===== src/rtl/song_player.sv =====
// Table-driven tone sequencer: plays a stored list of {beats, half-period} notes as a square wave.
// Commands are stop, then pause, then start, in that order of priority.
module song_player #(
    parameter int TICK_CYCLES = 12000000,
    parameter int NOTE_W      = 17,
    parameter int DEPTH       = 64,
    parameter int ADDR_W      = 6
) (
    input  logic              clk,
    input  logic              rst_n,
    input  logic              wr_en,
    input  logic [ADDR_W-1:0] wr_addr,
    input  logic [NOTE_W+3:0] wr_data,
    input  logic              start,
    input  logic              stop,
    input  logic              pause,
    input  logic              loop_en,
    input  logic [ADDR_W-1:0] last_idx,
    output logic              beep,
    output logic              busy,
    output logic              paused,
    output logic [ADDR_W-1:0] note_idx,
    output logic              done
);

    localparam int TICK_W = (TICK_CYCLES > 1) ? $clog2(TICK_CYCLES) : 1;
    localparam logic [TICK_W-1:0] TICK_LAST = TICK_W'(TICK_CYCLES - 1);

    typedef enum logic [1:0] {
        S_IDLE  = 2'd0,
        S_LOAD  = 2'd1,
        S_PLAY  = 2'd2,
        S_PAUSE = 2'd3
    } state_t;

    state_t            r_state;
    state_t            w_state_nxt;
    logic [NOTE_W+3:0] r_table [DEPTH];
    logic [NOTE_W+3:0] w_entry;
    logic [NOTE_W-1:0] r_hp;
    logic [NOTE_W-1:0] w_hp_nxt;
    logic [NOTE_W-1:0] r_tone_cnt;
    logic [NOTE_W-1:0] w_tone_cnt_nxt;
    logic              r_tone;
    logic              w_tone_nxt;
    logic [TICK_W-1:0] r_beat_cnt;
    logic [TICK_W-1:0] w_beat_cnt_nxt;
    logic [4:0]        r_beats_left;
    logic [4:0]        w_beats_left_nxt;
    logic [ADDR_W-1:0] r_note_idx;
    logic [ADDR_W-1:0] w_idx_nxt;
    logic              w_note_end;
    logic              w_at_last;
    logic              w_done;
    logic              r_beep;
    logic              r_busy;
    logic              r_paused;
    logic              r_done;

    // Song table storage; intentionally not reset so a song survives rst_n.
    always_ff @(posedge clk) begin
        if (wr_en) begin
            r_table[wr_addr] <= wr_data;
        end
    end

    assign w_entry   = r_table[r_note_idx];
    assign w_at_last = (r_note_idx == last_idx);

    // Counter, tone-phase and index next values for the current state.
    always_comb begin
        w_hp_nxt         = r_hp;
        w_tone_cnt_nxt   = r_tone_cnt;
        w_tone_nxt       = r_tone;
        w_beat_cnt_nxt   = r_beat_cnt;
        w_beats_left_nxt = r_beats_left;
        w_idx_nxt        = r_note_idx;
        w_note_end       = 1'b0;
        w_done           = 1'b0;
        case (r_state)
            S_IDLE: begin
                if (start && !stop) begin
                    w_idx_nxt = '0;
                end else begin
                    w_idx_nxt = r_note_idx;
                end
            end
            S_LOAD: begin
                w_hp_nxt       = w_entry[NOTE_W-1:0];
                w_tone_cnt_nxt = '0;
                w_tone_nxt     = 1'b0;
                w_beat_cnt_nxt = '0;
                // A zero duration field encodes the longest note, 16 beats.
                if (w_entry[NOTE_W+3:NOTE_W] == 4'd0) begin
                    w_beats_left_nxt = 5'd16;
                end else begin
                    w_beats_left_nxt = {1'b0, w_entry[NOTE_W+3:NOTE_W]};
                end
            end
            S_PLAY: begin
                if (r_hp == '0) begin
                    w_tone_cnt_nxt = '0;
                    w_tone_nxt     = 1'b0;
                end else if (r_tone_cnt == r_hp - NOTE_W'(1)) begin
                    w_tone_cnt_nxt = '0;
                    w_tone_nxt     = ~r_tone;
                end else begin
                    w_tone_cnt_nxt = r_tone_cnt + NOTE_W'(1);
                end
                if (r_beat_cnt == TICK_LAST) begin
                    w_beat_cnt_nxt   = '0;
                    w_beats_left_nxt = r_beats_left - 5'd1;
                    w_note_end       = (r_beats_left == 5'd1);
                end else begin
                    w_beat_cnt_nxt = r_beat_cnt + TICK_W'(1);
                end
                if (w_note_end && !stop) begin
                    if (!w_at_last) begin
                        w_idx_nxt = r_note_idx + ADDR_W'(1);
                    end else if (loop_en) begin
                        w_idx_nxt = '0;
                    end else begin
                        w_done = 1'b1;
                    end
                end else begin
                    w_idx_nxt = r_note_idx;
                end
            end
            S_PAUSE: begin
                w_idx_nxt = r_note_idx;
            end
            default: begin
                w_idx_nxt = r_note_idx;
            end
        endcase
    end

    // Next-state decode.
    always_comb begin
        w_state_nxt = r_state;
        case (r_state)
            S_IDLE: begin
                if (stop) begin
                    w_state_nxt = S_IDLE;
                end else if (start) begin
                    w_state_nxt = S_LOAD;
                end else begin
                    w_state_nxt = S_IDLE;
                end
            end
            S_LOAD: begin
                if (stop) begin
                    w_state_nxt = S_IDLE;
                end else begin
                    w_state_nxt = S_PLAY;
                end
            end
            S_PLAY: begin
                if (stop) begin
                    w_state_nxt = S_IDLE;
                end else if (w_note_end) begin
                    w_state_nxt = (w_at_last && !loop_en) ? S_IDLE : S_LOAD;
                end else if (pause) begin
                    w_state_nxt = S_PAUSE;
                end else begin
                    w_state_nxt = S_PLAY;
                end
            end
            S_PAUSE: begin
                if (stop) begin
                    w_state_nxt = S_IDLE;
                end else if (pause) begin
                    w_state_nxt = S_PAUSE;
                end else begin
                    w_state_nxt = S_PLAY;
                end
            end
            default: begin
                w_state_nxt = S_IDLE;
            end
        endcase
    end

    // State register.
    always_ff @(posedge clk or negedge rst_n) begin
        if (!rst_n) begin
            r_state <= S_IDLE;
        end else begin
            r_state <= w_state_nxt;
        end
    end

    // Datapath and registered outputs, aligned with the state register.
    always_ff @(posedge clk or negedge rst_n) begin
        if (!rst_n) begin
            r_hp         <= '0;
            r_tone_cnt   <= '0;
            r_tone       <= 1'b0;
            r_beat_cnt   <= '0;
            r_beats_left <= 5'd0;
            r_note_idx   <= '0;
            r_beep       <= 1'b0;
            r_busy       <= 1'b0;
            r_paused     <= 1'b0;
            r_done       <= 1'b0;
        end else begin
            r_hp         <= w_hp_nxt;
            r_tone_cnt   <= w_tone_cnt_nxt;
            r_tone       <= w_tone_nxt;
            r_beat_cnt   <= w_beat_cnt_nxt;
            r_beats_left <= w_beats_left_nxt;
            r_note_idx   <= w_idx_nxt;
            r_beep       <= (w_state_nxt == S_PLAY) ? w_tone_nxt : 1'b0;
            r_busy       <= (w_state_nxt != S_IDLE);
            r_paused     <= (w_state_nxt == S_PAUSE);
            r_done       <= w_done;
        end
    end

    assign beep     = r_beep;
    assign busy     = r_busy;
    assign paused   = r_paused;
    assign note_idx = r_note_idx;
    assign done     = r_done;

endmodule


===== config.mk =====
export PLATFORM = sky130hd
export DESIGN_NAME = song_player
export DESIGN_NICKNAME = d
export VERILOG_FILES = /design/src/rtl/song_player.sv
export SDC_FILE = /design/constraint.sdc
export NUM_CORES = 1
export LEC_CHECK = 0
export BUFFER_PORTS_ARGS = -buffer_cell sky130_fd_sc_hd__buf_2
export CAP_MARGIN = 25
export CORE_ASPECT_RATIO = 1.5
export CORE_MARGIN = 1.5
export CORE_UTILIZATION = 35
export CTS_CLUSTER_DIAMETER = 100
export DETAILED_ROUTE_END_ITERATION = 10
export GPL_TIMING_DRIVEN = 0
export PLACE_DENSITY_LB_ADDON = 0.2
export RECOVER_POWER = 25
export SYNTH_ARGS = -nofsm -noshare
export SYNTH_HDL_FRONTEND = slang
export SYNTH_SLANG_ARGS = --single-unit
export TNS_END_PERCENT = 30

===== constraint.sdc =====
create_clock -name clk -period 5.1 [get_ports clk]
set_input_delay 0.765 -clock clk [delete_from_list [all_inputs] [get_ports clk]]
set_output_delay 0.765 -clock clk [all_outputs]
set_load 0.005 [all_outputs]

Word-level counts from Yosys, hierarchy flattened --
Memories as Yosys holds them, arrays and structs flattened. Index checks and enable logic that the tools add are counted.
Storage, ports and cells: bits in registers 76, latch bits 0, bits in writable memories 1344, bits in read-only memories 0, bits of input ports 40, output and inout bits 10, logic and storage cells 79, memories kept 1
Operators by class: add/subtract/negate cells 5, $mul 0, div/mod/pow operators 0, magnitude comparators 0, equal/unequal tests 13, shift operators 0, mux-type cells 35, bitwise logic cells 1, reduce and logical (&&, ||, !) cells 13
Memory list:
- r_table | depth 64, bits a word 21, rd ports 1, clocked after memory_dff 0, write ports 1, line 38 | logic [NOTE_W+3:0] r_table [DEPTH];
Operator list (count):
- $pmux W24 S2 | 1
- $mux W17 | 2
- $pmux W17 S2 | 1
- $add A24 B1 Y24 const B | 1
- $eq A24 B24 Y1 const B | 1
- $mux W24 | 1
- $mux W6 | 4
- $add A17 B1 Y17 const B | 1
- $eq A17 B17 Y1 | 1
- $logic_not A17 Y1 | 1
- $sub A17 B1 Y17 const B | 1
- $mux W1 | 16
- $pmux W6 S2 | 1
- $mux W5 | 2
- $pmux W5 S2 | 1
- $eq A2 B2 Y1 const B | 4
- $mux W2 | 4
- $pmux W2 S4 | 1
- $add A6 B1 Y6 const B | 1
- $eq A6 B6 Y1 | 1
- $ne A2 B2 Y1 const B | 3
- $reduce_bool A2 Y1 | 3
- $eq A5 B1 Y1 const B | 1
- $sub A5 B1 Y5 const B | 1
- other kinds (10) | 13

Depth between registers and ports, before layout --
Gate-level depths: netlist of run 1.
depth after elaboration 9, depth in mapped cells 12, depth with buffers taken out 10

Least setup slack after synthesis of run 1 --
No wires, ideal clock.
kind input to register, start point input port wr_addr[3], end point memory r_table[48][0] (netlist name), enable pin, setup time 425 ps, arrival time 2726 ps, data required time 4675 ps, path slack 1949 ps, cell stages on the path 4, path buffers 1, path through clkbuf_1 -> nor2b_1 -> nand4b_1 -> nor3_1
RTL lines:
- start, declared | line 12 | input logic [ADDR_W-1:0] wr_addr,
- end, declared | line 38
No word-level cell before the write port.

Final worst setup path of run 1 --
start point register r_note_idx[1], in the netlist note_idx[1], end point register r_beats_left[2]
On the way: cells in the longest elaborated chain, start to end 4
Ends and longest elaborated chain:
- start, declared | line 50 | logic [ADDR_W-1:0] r_note_idx;
- start signal, assigned | line 212 | r_note_idx <= w_idx_nxt;
- $mem_v2 Z64 W21 *
- $logic_not A4 Y1 | line 94 | if (w_entry[NOTE_W+3:NOTE_W] == 4'd0) begin
- $mux W5 * | line 94
- $pmux W5 S2 * | line 80 | case (r_state)
- end signal, assigned | line 211 | r_beats_left <= w_beats_left_nxt;
- end, declared | line 48 | logic [4:0] r_beats_left;
Every way passes the cells marked *; elsewhere a longest branch is shown, timed or not. A chain may end at the register's enable or synchronous reset.

==> metrics.txt, run 1 <==
pin slew with the least headroom to its limit ~2.5 ns; unrepaired setup endpoints after global routing no; Die Y-Extent 491 um; starting density of the core approximately a third; DR WL met2 84500 um; Top Ports 50; Synth Warn # 0; cells after synthesis ~2500; Sw Share a little over a fifth; Hold Crit Class input pin to flip-flop; Reg power frac a little under three fifths; P_sw 0.00491 W; final setup fails 0; Pwr Density roughly 360 nW/um2; top_reg_cell synth edfxtp_1; LEAKAGE ~20 nW; area leader, netlist edfxtp_1; cell area after synthesis between 50000 and 60000 um2; Worst-Skew Late Latency 0.78 ns; FILL cells roughly 14000; layout cells sized above 1 29.1%; WL met3 between 7000 and 8000 um; Final ANT Viol Nets 0; CP max stage cell clkbuf_1; Max Cap Viol 11; Num CTS Buffers about 140; min cycle time layout about 4.5 ns; CORE AREA ~160000 um2; drt total wl around 160000 um; WS Path Type flip-flop to flip-flop; hpwl dp approximately 110000 um; Multi-input gate area around 13000 um2; IO Port Bufs 44; initial DRC count ~2800; GR Overflow Total 0; first-pass GRT wire length roughly 220000 um; slew margin rel. -67.5%; crit path DAT 5.09 ns; cell mode on critical path buf_2; clock sinks approximately 1400; setup ws final between 0.6 and 0.7 ns; synthesis-to-layout area growth 16.5%; M1 wire length roughly 58000 um; initial antenna violation count 9; Seq. cell area ~42000 um2; largest cells by area after synthesis edfxtp_1, mux4_2, dfrtp_1, nor2_1, nand2_1; dpl ws around 0.54 ns; Highest Signal Layer met5; worst path cell trace buf_2 > clkbuf_1 > buf_2 > buf_2 > buf_2 > mux4_2 > a221oi_1 > o211ai_1 > o31ai_1 > a31oi_1; GRT Total Usage approximately a fifth; htree depth 4; Clk Tree Root Cell clkbuf_16; count of different cell masters after synthesis 67; max incr delay on CP approximately 0.7 ns; #FFs+latches synth ~1400; syn nets around 2600; Worst VDD drop 0.000365 V; TritonCTS clock tree built; Setup crit start kind flip-flop; P_int about 0.019 W; Die ar. around 160000 um2; sequential share of the synthesized area about three quarters; combinational power share between 3 and 4%; kind of end point of the critical path flip-flop; Post-synth ARST share 5.35%; Die X approximately 330 um; Clock Path Buffers 3; Worst Path Required 5.71 ns; Mean Syn Cell Area between 20 and 25 um2; status complete, but fails checks; average wire per standard cell 31.2 um; crit share post-route roughly 88%; clock share of power approximately two fifths; Max FO, Critical Path 10; Worst Clk Skew around 0.029 ns; Core Rows roughly 180; Max Clock Freq roughly 220 MHz; Routability Congestion between 0.8 and 0.9; routed vias/inst roughly 5.5; final hold slack 0.231 ns; post_cts resized 0; via count about 27000; vias in the first global route approximately 29000; DRC 0; largest net degree at the start of global routing 65; EDFF count, synth about 1300; final slew viol count 539; Yosys top cell area share a little over 70%; Final Hold Viols 0; failing checks capacitance limit, slew limit; drt pass-1 iters 7; CTS clk-pin slew, worst paths 0.07 ns; fin nets around 2800
power groups by stage:
stage	logic [W]	registers, W	clock network [W]
after floorplan	0.000320	0.0132	0
after global placement	0.000645	0.0132	0
after detailed placement	0.000732	0.0132	0
after CTS	0.000735	0.0129	0.0100
after global routing	0.000776	0.0129	0.0104
final	0.000722	0.0129	0.00979
synthesized netlist by cell type, types with 10 or more instances:
cell      number
edfxtp_1    1344
mux4_2       420
nor2_1       124
dfrtp_1       76
nand2_1       63
clkbuf_1      62
buf_2         36
nand3_1       26
inv_1         24
o21ai_0       24
a21oi_1       23
nor3_1        23
mux2i_1       20
buf_1         19
xnor2_1       19
mux2_2        17
xor2_1        17
a22oi_1       14
and3_1        12
nand4_1       12
ha_1          10
nor4_1        10
registers in the layout (all words and copies together), names as in the netlist, 2 cells and up:
signal / count
r_beats_left: 5
r_state: 2
note_idx: 6
r_table: 1344
r_beat_cnt: 24
r_tone_cnt: 17
r_hp: 17
cells by family (layout without fill, tap and decap cells):
| group | Yosys count | after routing | synth area share (%) |
|---|---|---|---|
| flops | 1420 | 1420 | 76.0 |
| buf+inv | 149 | 521 | 1.15 |
| mux | 457 | 457 | 17.7 |
| other cells | 0 | 3 | 0 |
| compound gates | 138 | 138 | 1.70 |
| xor+xnor | 36 | 36 | 0.567 |
| simple gates | 311 | 311 | 2.63 |
| fa+ha+maj | 10 | 10 | 0.225 |
per-stage QoR:
stage               std cells  instance area [um2]  TNS, ns  power [W]  util [%]
floorplan                2521                55600        0     0.0135         -
global placement         4646                58400    -3.71     0.0138      36.9
detailed placement       4722                60500        0     0.0139      38.2
CTS                      4963                64700        0     0.0237      40.9
global route             4975                64800        0     0.0241      41.0
finish                   4977                64800        0     0.0234      41.0
final timing paths:
check                                            from                           to  slack, ns  depth (start not counted)
setup / recovery              note_idx[1]$_DFFE_PN0P_  r_beats_left[2]$_DFFE_PN0P_       0.62                         10
hold / removal                                   stop               done$_DFF_PN0_       0.23                          2
setup reg to reg              note_idx[1]$_DFFE_PN0P_  r_beats_left[2]$_DFFE_PN0P_       0.62                         10
hold reg to reg            r_beat_cnt[13]$_DFFE_PN0N_   r_beat_cnt[13]$_DFFE_PN0N_       0.52                          1
max in group asynchronous                       rst_n   r_beat_cnt[21]$_DFFE_PN0N_       3.48                          3
min in group asynchronous                       rst_n    r_tone_cnt[9]$_DFFE_PN0N_       0.74                          2
final cells by class:
class                      instances  area share, %
tap                             2081           4.02
buffer                           123          0.834
antenna                            3         0.0116
sequential                      1420           65.2
multi-input combinational        952           20.3
timing repair buffer             132           2.89
clock inverter                    70          0.850
clock buffer                     170           5.70
inverter                          26          0.151
layout by cell type, fill, tap and decap left out, drive strengths merged, types with 27 or more instances in the layout:
cell type | Yosys | layout
mux4 | 420 | 420
nand2 | 63 | 63
buf | 61 | 163
nor2 | 124 | 124
clkbuf | 62 | 261
clkinv | 1 | 54
dfrtp | 76 | 76
o21ai | 27 | 27
inv | 25 | 29
edfxtp | 1344 | 1344
worst max-delay path, delay by kind of cell, from the launching register on:
kind / cells / cell delay [ns]
buffers and inverters: 5 / 2.44
flip-flops: 1 / 0.40
AO/OA/AOI/OAI: 4 / 1.05
multiplexers: 1 / 0.40
per-layer routing:
metal	GRT usage (%)	up-vias
met3	2.97	220
met2	35.3	868
met4	7.10	8
met5	0	-
met1	23.2	14967
li1	-	11196
timing repair:
action	in CTS	in global routing
hold buffers	1	0
endpoints found under the hold margin	18	0
setup buffers	0	0
(Power assumes the default switching activity.)
==> run 2, diff against run 1 <==
==> constraint.sdc (replaced) <==
create_clock -name clk -period 5.1 [get_ports clk]
set_input_delay 0.51 -clock clk [delete_from_list [all_inputs] [get_ports clk]]
set_output_delay 0.51 -clock clk [all_outputs]
set_load 0.005 [all_outputs]
==> run 2 against run 1 <==
- the run still ends with capacitance limit, slew limit left
- global-route usage is essentially flat
- maximum frequency fell by 0.25%
- sequential cell count stayed put
- wire length grew 0.10%
- register-to-register slack about the same
- count of clock-buffer cells in the layout did not move
- sequential power about the same
- die area did not move
- final area is essentially flat
- critical path type unchanged
- critical endpoint is now r_beats_left[1]$_DFFE_PN0P_
- highest routed layer unchanged
==> metrics.txt, run 2 (synthesis gave the netlist of run 1 again) <==
max reg flops 1344 (unchanged); Clock Path Buffers 3 (unchanged); kind of end point of the critical path flip-flop; worst path cell trace buf_2 > clkbuf_1 > clkbuf_1 > mux4_2 > a22o_1 > a221oi_1 > nor3_1 > nor4_1 > nor2_1 > o22a_1; via count 27273 (+0.051%); first-pass GRT wire length 219000 um (about the same); Num CTS Buffers 138 (unchanged); R2R depth 10 (unchanged); initial antenna violation count 9 (unchanged); DRC 0 (unchanged); max incr delay on CP 0.83 ns (+0.13 ns); Top Ports 50 (unchanged); slew margin rel. -67.1% (+0.45 points); final slew viol count 573 (+6.3%); Most flops, register r_table; Worst Clk Skew 0.0300 ns (+0.00142 ns); pin slew with the least headroom to its limit 2.51 ns (-0.00671 ns); Setup crit start kind flip-flop; total power 0.0234 W (about the same); most common cell after layout, fill and taps aside edfxtp_1; Multi-input gate area 13200 um2 (unchanged); Die X 328 um (unchanged); reg2reg start note_idx[1]$_DFFE_PN0P_; IO Port Bufs 44 (unchanged); Reg2Reg Setup Slack 0.61 ns (about the same); CP top delay family buffers and inverters; drt total wl 156000 um (+0.10%); hold_sp start; vias in the first global route 28655 (+0.021%); crit share post-route 88.1% (+0.22 points); cell mode on critical path clkbuf_1; r2r endpoint r_beats_left[1]$_DFFE_PN0P_; hpwl dp 108000 um (unchanged); Seq. cell area 42300 um2 (unchanged); GRT Total Usage 19.5% (about the same); final setup fails 0 (unchanged); Final ANT Viol Nets 0 (unchanged); fin cells 4982 (+0.10%); layout cells sized above 1 29.1% (-0.030 points); htree depth 4 (unchanged); Worst VDD drop 0.000362 V (-0.92%); GR Overflow Total 0 (unchanged); Worst Path Required 5.74 ns (+0.03 ns); Max FO, Critical Path 10 (unchanged); Die Y-Extent 491 um (unchanged); largest net degree at the start of global routing 65 (unchanged); worst path buffer plus inverter count 3 (-2); Total Negative Setup Slacks 0 ns (unchanged); starting density of the core 35.2% (unchanged); Hold Crit Class input pin to flip-flop; Post-CTS Setup Bufs 0 (unchanged); Routability Congestion 0.832 (unchanged); most frequent cells in the layout edfxtp_1, mux4_2, clkbuf_16, clkbuf_1, dfrtp_1; LEAKAGE 19.6 nW (about the same); clock sinks 1420 (unchanged); drt pass-1 iters 5 (-2); fin nets 2846 (+0.11%); average wire per standard cell 31.2 um (about the same); Top Registers r_table: 1344 flops, r_beat_cnt: 24 flops; crit path DAT 5.13 ns (+0.04 ns); synthesis-to-layout area growth 16.6% (about the same); Core Rows 179 (unchanged); Final Hold Viols 0 (unchanged); Max Cap Viol 12 (+1); CORE AREA 158000 um2 (unchanged); TritonCTS clock tree built; unrepaired setup endpoints after global routing no; routed vias/inst 5.47 (about the same); status complete, but fails checks; hold depth 3 (+1); CTS clk-pin slew, worst paths 0.07 ns (about the same); FILL cells 13883 (-0.014%); Die ar. 161000 um2 (unchanged); initial DRC count 2678 (-4.3%); CP max stage cell clkbuf_1; Worst Hold End r_state[0]$_DFF_PN0_; Max Clock Freq 223 MHz (-0.25%); min cycle time layout 4.49 ns (+0.0114 ns); failing checks capacitance limit, slew limit; Placed Cells 4722 (unchanged); Clk Tree Root Cell clkbuf_16; Worst-Skew Late Latency 0.77 ns (about the same); post_cts resized 0 (unchanged); Pwr Density 362 nW/um2 (about the same); WS Path Type flip-flop to flip-flop
-- run 2: cell types whose count changed in the layout (fill, tap and decap cells not counted), sizes merged --
cell         before  now
dlygate4sd3       1    4
diode             3    5
-- run 2: worst reg2reg max path: cells and delay by family, from the launching register on --
family | cells | cell delay (ns)
compound gates | 3 | 0.83
buf+inv | 3 | 1.85
flops | 1 | 0.40
mux | 1 | 0.53
simple gates | 3 | 0.77
-- run 2: what timing repair did --
item | in CTS | in global routing
hold buffers | 3 | 1
endpoints found under the setup margin | 0 | 0
endpoints found under the hold margin | 78 | 1
-- run 2: power breakdown --
group	switching, W	internal [W]
Clock	0.00438	0.00541
Sequential	0.0000583	0.0129
Combinational	0.000476	0.000245
Total	0.00491	0.0185
-- run 2: through the flow --
step	setup WS [ns]	cell area [um2]	util, %	hold WS [ns]
floorplan	2.19	55600	-	0.214
global placement	0.157	58400	36.9	0.513
detailed placement	0.542	60500	38.2	0.407
CTS	0.519	64700	40.9	0.00536
global route	0.403	64800	41.0	0.0471
finish	0.608	64800	41.0	0.0745
-- run 2: worst max-delay path by stage --
stage	from	endpoint	slack, ns	cells past startpoint
finish	note_idx[1]$_DFFE_PN0P_	r_beats_left[1]$_DFFE_PN0P_	0.61	10
detailed placement	note_idx[1]$_DFFE_PN0P_	r_beats_left[2]$_DFFE_PN0P_	0.54	10
floorplan	note_idx[0]$_DFFE_PN0P_	r_hp[11]$_DFFE_PN0P_	2.19	6
global route	note_idx[1]$_DFFE_PN0P_	r_beats_left[4]$_DFFE_PN0P_	0.40	10
global placement	wr_addr[4]	r_table[49][20]$_DFFE_PP_	0.16	3
CTS	note_idx[1]$_DFFE_PN0P_	r_beats_left[2]$_DFFE_PN0P_	0.52	10
-- run 2: layout make-up --
cell class	count	area share [%]
well taps	2081	4.02
inverters	26	0.151
multi-input cells	952	20.3
diodes	5	0.0193
clock inverters	70	0.850
plain buffers	123	0.834
clock buffers	170	5.70
flip-flops and latches	1420	65.2
repair buffers	135	2.92
-- run 2: metal layers --
| layer | global-route usage (%) | share of wire, % | wire, um |
|---|---|---|---|
| met3 | 2.97 | 4.6 | 7210 |
| met4 | 7.10 | 3.6 | 5660 |
| met2 | 35.3 | 54 | 84400 |
| met5 | 0 | 0.033 | 51 |
| met1 | 23.2 | 37 | 58200 |
==> run 3, diff against run 2 <==
==> constraint.sdc (replaced) <==
create_clock -name clk -period 3.8 [get_ports clk]
set_input_delay 0.38 -clock clk [delete_from_list [all_inputs] [get_ports clk]]
set_output_delay 0.38 -clock clk [all_outputs]
set_load 0.005 [all_outputs]
==> run 3 against run 2 <==
- the run still ends with capacitance limit, slew limit left
- count of clock-buffer cells in the layout stayed put
- combinational power is 35% higher
- worst hold slack improved by 0.0063 ns
- maximum frequency grew 19%
- sequential power is 34% higher
- largest cell class unchanged
- total power increased by 34%
- sequential share of layout area is 0.20 points lower
- clock power rose by 35%
- die area did not move
==> metrics.txt, run 3 (synthesis gave the netlist of run 1 again) <==
Hold Crit Class input pin to flip-flop; initial antenna violation count 8 (-1); pin slew with the least headroom to its limit 2.53 ns (+0.0203 ns); status complete, but fails checks; crit share post-route 99.0% (+11 points); DRC 0 (unchanged); htree depth 4 (unchanged); Worst VDD drop 0.000488 V (+35%); kind of end point of the critical path flip-flop; total power 0.0315 W (+34%); final slew viol count 504 (-12%); Routability Congestion 0.832 (unchanged); routed vias/inst 5.47 (about the same); Die ar. 161000 um2 (unchanged); Placed Cells 4722 (unchanged); largest net degree at the start of global routing 65 (unchanged); min cycle time layout 3.76 ns (-0.729 ns); Final Hold Viols 0 (unchanged); max incr delay on CP 0.60 ns (-0.23 ns); clock sinks 1420 (unchanged); GRT Total Usage 19.5% (about the same); Worst Path Required 4.43 ns (-1.31 ns); most frequent cells in the layout edfxtp_1, mux4_2, clkbuf_16, clkbuf_1, dfrtp_1; worst path buffer plus inverter count 3 (unchanged); vias in the first global route 28671 (+0.056%); failing checks capacitance limit, slew limit; fin nets 2857 (+0.39%); Pwr Density 484 nW/um2 (+34%); setup ws final 0.0370 ns (-0.571 ns); first-pass GRT wire length 219000 um (about the same); slew margin rel. -68.4% (-1.4 points); final core utilization 41.1% (+0.12 points); drt total wl 155000 um (about the same); unrepaired setup endpoints after global routing no; layout cells sized above 1 30.1% (+0.99 points); via count 27313 (+0.15%); Final ANT Viol Nets 0 (unchanged); TritonCTS clock tree built; reg2reg start note_idx[0]$_DFFE_PN0P_; average wire per standard cell 31.2 um (-0.22%); CP max stage cell mux4_2; CTS clk-pin slew, worst paths 0.07 ns (about the same); GR Overflow Total 0 (unchanged); Clk Tree Root Cell clkbuf_16; final setup fails 0 (unchanged); Worst Clk Skew 0.0306 ns (+0.000538 ns); starting density of the core 35.2% (unchanged); critical path startpoint note_idx[0]$_DFFE_PN0P_; cell mode on critical path mux4_2; Total Negative Setup Slacks 0 ns (unchanged); hold_sp pause; Worst-Skew Late Latency 0.78 ns (about the same); Num CTS Buffers 138 (unchanged); Top Ports 50 (unchanged); Core Rows 179 (unchanged); worst path cell trace buf_4 > buf_1 > buf_8 > mux4_2 > mux4_2 > mux4_2 > mux2_2; LEAKAGE 19.7 nW (+0.68%); Die Y-Extent 491 um (unchanged); CORE AREA 158000 um2 (unchanged); Most flops, register r_table; crit path DAT 4.40 ns (-0.73 ns); initial DRC count 2636 (-1.6%); Max Cap Viol 12 (unchanged); Post-CTS Setup Bufs 0 (unchanged); hpwl dp 108000 um (unchanged); WS Path Type flip-flop to flip-flop; drt pass-1 iters 7 (+2); Max Clock Freq 266 MHz (+19%); CP top delay family multiplexers; max reg flops 1344 (unchanged); Max FO, Critical Path 8 (-2); dpl ws -0.758 ns (-1.30 ns); Top Registers r_table: 1344 flops, r_beat_cnt: 24 flops; Die X 328 um (unchanged); fin cells 4990 (+0.16%); synthesis-to-layout area growth 16.9%; Clock Path Buffers 3 (unchanged); most common cell after layout, fill and taps aside edfxtp_1; Setup crit start kind flip-flop; IO Port Bufs 44 (unchanged)
run 3: changes by cell type in the layout (fill, tap and decap cells not counted), sizes merged:
cell | previous run | this run
clkdlybuf4s15 | 0 | 5
buf | 163 | 161
dlygate4sd3 | 4 | 15
diode | 5 | 2
clkbuf | 261 | 258
run 3: final cells by class:
class | count | area, um2
Multi-Input combinational cell | 952 | 13200
Timing Repair Buffer | 146 | 1980
Fill cell | 13871 | 93100
Clock buffer | 170 | 3690
Tap cell | 2081 | 2600
Buffer | 123 | 633
Antenna cell | 2 | 5.00
Clock inverter | 70 | 551
Sequential cell | 1420 | 42300
Inverter | 26 | 97.6
run 3: worst paths after layout:
path / to / slack, ns / depth (start not counted)
max in group asynchronous: r_tone_cnt[8]$_DFFE_PN0N_ / 2.40 / 4
setup reg to reg: r_hp[4]$_DFFE_PN0P_ / 0.04 / 7
hold reg to reg: r_beat_cnt[13]$_DFFE_PN0N_ / 0.52 / 1
min in group asynchronous: r_hp[2]$_DFFE_PN0P_ / 0.57 / 3
hold / removal: paused$_DFF_PN0_ / 0.08 / 4
setup / recovery: r_hp[4]$_DFFE_PN0P_ / 0.04 / 7
run 3: where the power goes:
group	internal (W)	switching, W
clock	0.00726	0.00589
combinational	0.000335	0.000641
sequential	0.0173	0.0000786
total	0.0249	0.00661
run 3: worst min-delay path, cell delays in order:
cell,delay (ns)
buf_2,0.09
and2_1,0.11
o21bai_1,0.10
nor2_1,0.13
run 3: layer usage:
layer / share of wire [%] / GRT usage [%] / vias up / wire [um]
li1: - / - / 11233 / -
met1: 38 / 23.3 / 15009 / 58500
met2: 54 / 35.4 / 853 / 84300
met3: 4.5 / 2.87 / 210 / 7060
met4: 3.6 / 6.80 / 8 / 5610
met5: 0.037 / 0 / - / 57
run 3: stage by stage:
| stage | instance area, um2 | hold WS, ns |
|---|---|---|
| 2_1_floorplan | 55600 | 0.0844 |
| 3_3_place_gp | 58400 | 0.513 |
| 3_5_place_dp | 60500 | 0.277 |
| 4_1_cts | 64900 | 0.0208 |
| 5_1_grt | 65000 | 0.0920 |
| 6_report | 65000 | 0.0809 |
run 3: repair_timing:
action,in CTS,in global routing
gates cloned,0,0
endpoints found under the setup margin,22,14
gates resized for setup,45,3
hold buffers,9,6
hold endpoints to repair,116,37
